<file path="src/rtl/hw9_pkg.sv">
`default_nettype none
// +----------------------------------------------------------------+
// | hw9_pkg : shared state encodings and defaults for hw9_sdiv      |
// | Rev 1.0                                                         |
// +----------------------------------------------------------------+
package hw9_pkg;

  localparam int N_DEFAULT = 8;

  typedef logic [2:0] state_t;

  localparam state_t S_IDLE  = 3'd0;
  localparam state_t S_SHIFT = 3'd1;
  localparam state_t S_SUB   = 3'd2;
  localparam state_t S_FIX   = 3'd3;
  localparam state_t S_DONE  = 3'd4;

endpackage
`default_nettype wire

</file>
<file path="src/rtl/hw9_sdivctrl.sv">
`default_nettype none
// +----------------------------------------------------------------+
// | hw9_sdivctrl : Load/Shift/Sub/Fix sequencer and iteration count |
// | Rev 1.0                                                         |
// +----------------------------------------------------------------+
module hw9_sdivctrl
  import hw9_pkg::*;
#(
  parameter int N  = N_DEFAULT,
  parameter int CW = 4
) (
  input  logic       clk,
  input  logic       reset,
  input  logic       start,
  input  logic       div_zero,
  output logic       load,
  output logic       shift,
  output logic       sub,
  output logic       fix,
  output logic       done,
  output logic       ready,
  output logic [2:0] state
);

  state_t          r_state;
  state_t          w_next;
  logic [CW-1:0]   r_cnt;
  logic            w_cnt_last;

  assign w_cnt_last = (r_cnt == CW'(1));
  assign state      = r_state;

  always_ff @(posedge clk) begin
    if (!reset) r_state <= S_IDLE;
    else        r_state <= w_next;
  end

  always_ff @(posedge clk) begin
    if (!reset)     r_cnt <= '0;
    else if (load)  r_cnt <= CW'(N);
    else if (sub)   r_cnt <= r_cnt - CW'(1);
  end

  always_comb begin
    w_next = S_IDLE;
    case (r_state)
      S_IDLE:  w_next = start ? (div_zero ? S_DONE : S_SHIFT) : S_IDLE;
      S_SHIFT: w_next = S_SUB;
      S_SUB:   w_next = w_cnt_last ? S_FIX : S_SHIFT;
      S_FIX:   w_next = S_DONE;
      S_DONE:  w_next = S_IDLE;
      default: w_next = S_IDLE;
    endcase
  end

  always_comb begin
    load  = 1'b0;
    shift = 1'b0;
    sub   = 1'b0;
    fix   = 1'b0;
    done  = 1'b0;
    case (r_state)
      S_IDLE:  load  = start;
      S_SHIFT: shift = 1'b1;
      S_SUB:   sub   = 1'b1;
      S_FIX:   fix   = 1'b1;
      S_DONE:  done  = 1'b1;
      default: ;
    endcase
    ready = (r_state == S_IDLE) && reset;
  end

endmodule
`default_nettype wire

</file>
<file path="src/rtl/hw9_sdiv.sv">
`default_nettype none
// +----------------------------------------------------------------+
// | hw9_sdiv : sequential signed restoring divider, R/Q/D datapath  |
// | Rev 1.0                                                         |
// +----------------------------------------------------------------+
module hw9_sdiv
  import hw9_pkg::*;
#(
  parameter int N  = N_DEFAULT,
  parameter int CW = 4
) (
  input  logic         clk,
  input  logic         reset,
  input  logic         Start,
  input  logic [N-1:0] Dividend,
  input  logic [N-1:0] Divisor,
  output logic [N-1:0] Quotient,
  output logic [N-1:0] Remainder,
  output logic         Ready,
  output logic         Done,
  output logic         DivZero,
  output logic         Ovf,
  output logic [2:0]   state
);

  localparam logic [N-1:0] c_min_neg = {1'b1, {(N-1){1'b0}}};

  logic [N:0]   r_rem;
  logic [N-1:0] r_q;
  logic [N-1:0] r_d;
  logic         r_sq;
  logic         r_sr;

  logic         w_load, w_shift, w_sub, w_fix;
  logic         w_div_zero;
  logic         w_ovf;
  logic [N-1:0] w_dvd_mag;
  logic [N-1:0] w_dvs_mag;
  logic [N:0]   w_trial;

  // Magnitudes are unsigned N-bit, so the most negative operand maps exactly.
  assign w_dvd_mag  = Dividend[N-1] ? (~Dividend + 1'b1) : Dividend;
  assign w_dvs_mag  = Divisor[N-1]  ? (~Divisor + 1'b1)  : Divisor;
  assign w_div_zero = (Divisor == '0);
  assign w_ovf      = (Dividend == c_min_neg) && (Divisor == '1);
  assign w_trial    = r_rem - {1'b0, r_d};

  hw9_sdivctrl #(
    .N  (N),
    .CW (CW)
  ) u_ctrl (
    .clk      (clk),
    .reset    (reset),
    .start    (Start),
    .div_zero (w_div_zero),
    .load     (w_load),
    .shift    (w_shift),
    .sub      (w_sub),
    .fix      (w_fix),
    .done     (Done),
    .ready    (Ready),
    .state    (state)
  );

  always_ff @(posedge clk) begin
    if (!reset) begin
      r_rem     <= '0;
      r_q       <= '0;
      r_d       <= '0;
      r_sq      <= 1'b0;
      r_sr      <= 1'b0;
      Quotient  <= '0;
      Remainder <= '0;
      DivZero   <= 1'b0;
      Ovf       <= 1'b0;
    end else begin
      if (w_load) begin
        r_q     <= w_dvd_mag;
        r_d     <= w_dvs_mag;
        r_rem   <= '0;
        r_sq    <= Dividend[N-1] ^ Divisor[N-1];
        r_sr    <= Dividend[N-1];
        DivZero <= w_div_zero;
        Ovf     <= w_ovf;
        if (w_div_zero) begin
          Quotient  <= '0;
          Remainder <= Dividend;
        end
      end
      if (w_shift) begin
        r_rem <= {r_rem[N-1:0], r_q[N-1]};
        r_q   <= {r_q[N-2:0], 1'b0};
      end
      // A negative trial means the divisor did not fit: keep R (restore).
      if (w_sub) begin
        if (!w_trial[N]) begin
          r_rem  <= w_trial;
          r_q[0] <= 1'b1;
        end else begin
          r_q[0] <= 1'b0;
        end
      end
      if (w_fix) begin
        Quotient  <= r_sq ? (~r_q + 1'b1) : r_q;
        Remainder <= r_sr ? (~r_rem[N-1:0] + 1'b1) : r_rem[N-1:0];
      end
    end
  end

endmodule
`default_nettype wire

</file>
<file path="config.mk">
export PLATFORM = sky130hd
export DESIGN_NAME = hw9_sdiv
export DESIGN_NICKNAME = d
export VERILOG_FILES = /design/src/rtl/hw9_pkg.sv /design/src/rtl/hw9_sdivctrl.sv /design/src/rtl/hw9_sdiv.sv
export SDC_FILE = /design/constraint.sdc
export NUM_CORES = 1
export LEC_CHECK = 0
export ABC_AREA = 1
export CAP_MARGIN = 5
export CORE_ASPECT_RATIO = 0.75
export CORE_MARGIN = 10
export CORE_UTILIZATION = 50
export CTS_CLUSTER_DIAMETER = 150
export DETAILED_ROUTE_END_ITERATION = 10
export GPL_TIMING_DRIVEN = 1
export PLACE_DENSITY = 0.77
export SYNTH_ARGS = -nofsm -noshare
export SYNTH_HDL_FRONTEND = slang
export SYNTH_HIERARCHICAL = 1
export SYNTH_SLANG_ARGS = --single-unit
</file>
<file path="constraint.sdc">
create_clock -name clk -period 2.4 [get_ports clk]
set_input_delay 0.36 -clock clk [delete_from_list [all_inputs] [get_ports clk]]
set_output_delay 0.36 -clock clk [all_outputs]
set_load 0.05 [all_outputs]
</file>
== After elaboration in Yosys (flattened, before gate mapping) ==
Index checks and enable logic that the tools add are counted.
Operators by class
  add/subtract/negate cells: 6
  multipliers: 0
  divide/modulo/power cells: 0
  order comparisons: 0
  equality and inequality tests: 7
  shift-type cells: 0
  multiplexer cells: 29
  bitwise logic cells: 6
  reductions and logical operators: 11
Operator list (number)
  $mux W8: 12
  $mux W9: 4
  $add A8 B1 Y8 const B: 4
  $not A8 Y8: 4
  $eq A8 B8 Y1 const B: 2
  $pmux W3 S4: 1
  $sub A9 B8 Y9: 1
  $logic_not A8 Y1: 1
  $mux W4: 2
  $reduce_bool A2 Y1: 4
  $mux W1: 7
  $eq A3 B2 Y1 const B: 2
  $mux W3: 2
  $eq A4 B1 Y1 const B: 1
  $sub A4 B1 Y4 const B: 1
  $eq A3 B1 Y1 const B: 1
  $eq A3 B3 Y1 const B: 1
  $logic_not A3 Y1: 1
  $reduce_bool A3 Y1: 1
  $logic_and A1 B1 Y1: 2
  $mux W2: 1
  $reduce_and A2 Y1: 1
  $reduce_or A2 Y1: 1
  $not A1 Y1: 1
  $xor A1 B1 Y1: 1
Storage, ports and cells
  bits in registers: 52
  bits in latches: 0
  memory bits (writable): 0
  bits in read-only memories: 0
  input port bits: 19
  output and inout bits: 23
  logic and storage cells: 72
  memories kept: 0

== Logic depth before layout (Yosys ltp) ==
  depth after elaboration: 6
  gate-level depth with buffers: 14
  gate-level depth less buffers: 13

== By module ==
The synthesis kept the hierarchy.
Modules (own cells, without submodules)
  hw9_sdiv: instances 1, cells each 460, area each 2962.8 um^2, sequential area each 900.9 um^2
  hw9_sdivctrl: instances 1, cells each 54, area each 392.9 um^2, sequential area each 140.1 um^2

== Worst setup path before layout ==
OpenSTA, ideal clock, no wires.
  path kind: register to output
  start: register u_ctrl.r_state[0] (netlist: u_ctrl/state[0])
  end: output Ready
  arrival: 1.810 ns
  data required time: 2.040 ns
  slack: 0.230 ns
  stages on the path, launching flop included: 4
  path buffers: 0
  path through: dfxtp_1 inv_2 nand2_1 nor3_1
Between the ends
  word-level cells in the longest chain between the ends: 2
Ends and longest elaborated chain
  start, declared: RTL line hw9_sdivctrl.sv:25  | state_t r_state;
  start signal, assigned: RTL line hw9_sdivctrl.sv:35  | else r_state <= w_next;
  $logic_not A3 Y1: RTL line hw9_sdivctrl.sv:70  | ready = (r_state == S_IDLE) && reset;
  $logic_and A1 B1 Y1: RTL line hw9_sdivctrl.sv:70
  end, declared: RTL line hw9_sdiv.sv:19  | output logic Ready,
Every way passes these cells.

== Worst setup path in the final report ==
  start: register r_rem[0]
  end: register r_rem[7]
Between the ends
  word-level cells in the longest chain between the ends: 3
Ends and longest elaborated chain
  start, declared: RTL line hw9_sdiv.sv:28  | logic [N:0] r_rem;
  start signal, assigned: RTL line hw9_sdiv.sv:91  | r_rem <= {r_rem[N-1:0], r_q[N-1]};
  start signal, assigned: RTL line hw9_sdiv.sv:97  | r_rem <= w_trial;
  $sub A9 B8 Y9: RTL line hw9_sdiv.sv:46  | assign w_trial = r_rem - {1'b0, r_d};
  $mux W9: RTL line hw9_sdiv.sv:96  | if (!w_trial[N]) begin
  $mux W9: RTL line hw9_sdiv.sv:95  | if (w_sub) begin
Every way passes these cells.
A chain may end at the register's enable or synchronous reset.

==> reports/metrics.yaml <==
route:
  drt-vias-per-instance: 5.569
  drtIter0Drc: 239
  vias: 3536
  drt_pass1_iterations: 5
  drc: 0
  drtAntennaViolNets: 0
  wl_per_cell_um: 14.45
  routed_wl_mm: 9.178
cells_and_area:
  fin_area_sq_um: 3964
  ff_latch_area_sq_um: 1041
  drive_gt1_share_pct: 6.498
  fin_cells: 635
  antenna_cells: 0
  multi_input_area_sq_um: 1899
  num-nets-final: 588
  fillCellCount: 589
  area_growth_pct: 18.12
  fin_util_pct: 61.81
timing:
  fmax_mhz: 464.0
  rsz0062_at_grt: "false"
  finalSetupTns_ns: 0
  slew_headroom_pct: 62.86
  worst_pin_slew_ns: 0.5564
  drv_slew: 0
  fin_crit_ns: 2.155
  finClkSkew_ns: 0.01246
  setup_violations: 0
  timing.final.crit_share_pct: 89.80
  fin_ws_ns: 0.2448
  fin_hold_ws_ns: 0.4814
  hold_viol_final: 0
global_route:
  antenna_found_initial: 0
  grt_pass1_vias: 3231
  globalRouteOverflowTotal: 0
  grt_pass1_wl_mm: 15.67
  grt_use_total_pct: 17.72
  grt_start_max_net_pins: 27
setup_path:
  cp-start-kind: "register"
  cp.arrival_ns: 2.36
  end_kind: "register"
  worstPathRequired_ns: 2.61
  crit_type: "reg2reg"
  worstPathMaxFanout: 13
placement:
  postPlaceCellArea_sq_um: 3867
  place_inst: 627
  gp_congestion: 0.8957
  dp_slack_ns: 0.2685
  port_buffers: 41
  dpl.hpwl_mm: 7.166
yosys:
  syn_area_per_cell_sq_um: 6.529
  ys_warn_count: 6
  ys_types: 41
  ys_ff_latch: 52
  muxShareOfSynthArea_pct: 0
  synth_top_family_by_area: "simple AND/OR/NAND/NOR gates"
  synth_edf_count: 0
  async_flop_share_pct: 0
  synth-adder-area-share_pct: 6.189
  synth_simple_gate_area_share_pct: 33.41
  seq_area_frac_synth_pct: 31.02
  synth_compound_area_share_pct: 15.29
  synth_fp_nets: 549
  synth_xor_area_share_pct: 1.566
  syn_inst: 514
  netlist_area_sq_um: 3356
  synth_top_flop_cell: "dfxtp_1"
clocking:
  clock-sinks: 52
  cts_hold_buf: 0
  postCtsSetupBuffers: 0
  htreeDepth: 2
  cts_buffers: 5
  clk_latency_ns: 0.31
  clk_path_buf_depth: 2
  clk_pin_slew_worst_paths_ns: 0.10
  cts_resized: 0
  cts_tree: "done"
  clockRootBuffer: "clkbuf_8"
floorplanning:
  rows: 25
  chipWidth_um: 114.6
  initial_core_util_pct: 52.33
  ios: 42
  core_sq_um: 6412
  die-area_sq_um: 10420
  chipHeight_um: 90.95
power_and_ir_drop:
  powerDensity_nw_per_um2: 515.1
  vdd_drop_max_mv: 0.2385
  leakagePower_nw: 1.853
  power_mw: 2.042
worst_hold_path:
  min_path_type: "reg2reg"
status:
  status: "completed"
flow_run:
  maxCapViolCount: 0
==> routing by layer <==
| metal | routed length (um) | up-vias | track usage (%) |
|---|---|---|---|
| li1 | - | 1750 | - |
| met1 | 4383 | 1625 | 25.61 |
| met2 | 3825 | 148 | 25.33 |
| met3 | 856 | 13 | 4.274 |
| met4 | 113 | 0 | 4.688 |
| met5 | 0 | - | 0 |
==> worst max-delay path: stages, from the launching register on <==
cell	delay (ns)
dfxtp_1	0.36
inv_1	0.10
ha_1	0.23
fa_1	0.41
inv_1	0.07
nand2_1	0.05
nand2_1	0.07
nand3_1	0.11
nand3_1	0.14
nand3_2	0.26
nor2_1	0.20
nor2_1	0.06
==> logic make-up after synthesis <==
group / Yosys count
AND/OR/NAND/NOR: 246
buffers and inverters: 106
AO/OA/AOI/OAI: 88
flip-flops: 52
adder cells (fa/ha/maj): 16
XOR/XNOR: 6
==> worst paths after layout <==
check / depth (start not counted) / from / endpoint / slack [ns]
setup / recovery: 11 / r_rem[0] / r_rem[7] / 0.24
hold / removal: 2 / u_ctrl/r_cnt[1] / u_ctrl/r_cnt[1] / 0.48
setup reg to reg: 11 / r_rem[0] / r_rem[7] / 0.24
hold reg to reg: 2 / u_ctrl/r_cnt[1] / u_ctrl/r_cnt[1] / 0.48
==> layout by cell type (no fill, tap or decap), types with 8 or more instances in the layout <==
cell type,netlist,routed
ha_1,15,15
o21ai_0,22,22
a21oi_1,34,34
inv_1,81,81
dfxtp_1,52,52
a22oi_1,8,8
buf_4,1,10
nand2_1,112,112
clkdlybuf4s50_1,0,40
nand3_1,63,63
nor2_1,44,44
==> power by group <==
part	switching (mW)	internal (mW)	total, mW
sequential	0.0493	0.903	0.953
combinational	0.347	0.197	0.544
clock	0.308	0.237	0.545
==> sequential cells by signal, summed over array words and instances (netlist names) <==
name / count
r_sr: 1
Remainder: 8
Ovf: 1
r_q: 8
u_ctrl/r_cnt: 4
Quotient: 8
u_ctrl/state: 3
r_d: 8
r_rem: 9
r_sq: 1
DivZero: 1
==> synthesized netlist by cell type, types with 2 or more instances <==
library cell / number / share of area (%)
clkinv_1: 2 / 0.22
ha_1: 15 / 5.6
inv_2: 2 / 0.22
nor2_1: 44 / 4.9
inv_1: 81 / 9.1
nand2_2: 2 / 0.37
nand3b_1: 2 / 0.45
nor2_8: 2 / 1.2
buf_2: 5 / 0.75
o21a_1: 3 / 0.67
a22oi_1: 8 / 1.8
o221ai_1: 2 / 0.52
nand3_1: 63 / 9.4
o21bai_1: 2 / 0.45
a21oi_2: 2 / 0.52
xor2_1: 6 / 1.6
o21ai_0: 22 / 3.3
clkbuf_1: 11 / 1.2
nor3_1: 7 / 1.0
nand4_1: 6 / 1.1
dfxtp_1: 52 / 31
nand2_1: 112 / 13
nand2_4: 2 / 0.67
o22ai_1: 2 / 0.37
a31oi_1: 6 / 1.1
o211ai_1: 5 / 1.1
a21oi_1: 34 / 5.1
==> layout make-up <==
| class | count | area share, % |
|---|---|---|
| sequential | 52 | 26.26 |
| inverter | 87 | 8.333 |
| multi-input combinational | 356 | 47.92 |
| clock buffer | 6 | 2.083 |
| clock inverter | 2 | 0.3472 |
| timing repair buffer | 51 | 12.50 |
| tap | 81 | 2.557 |
Power figures use the tool's default switching activity.
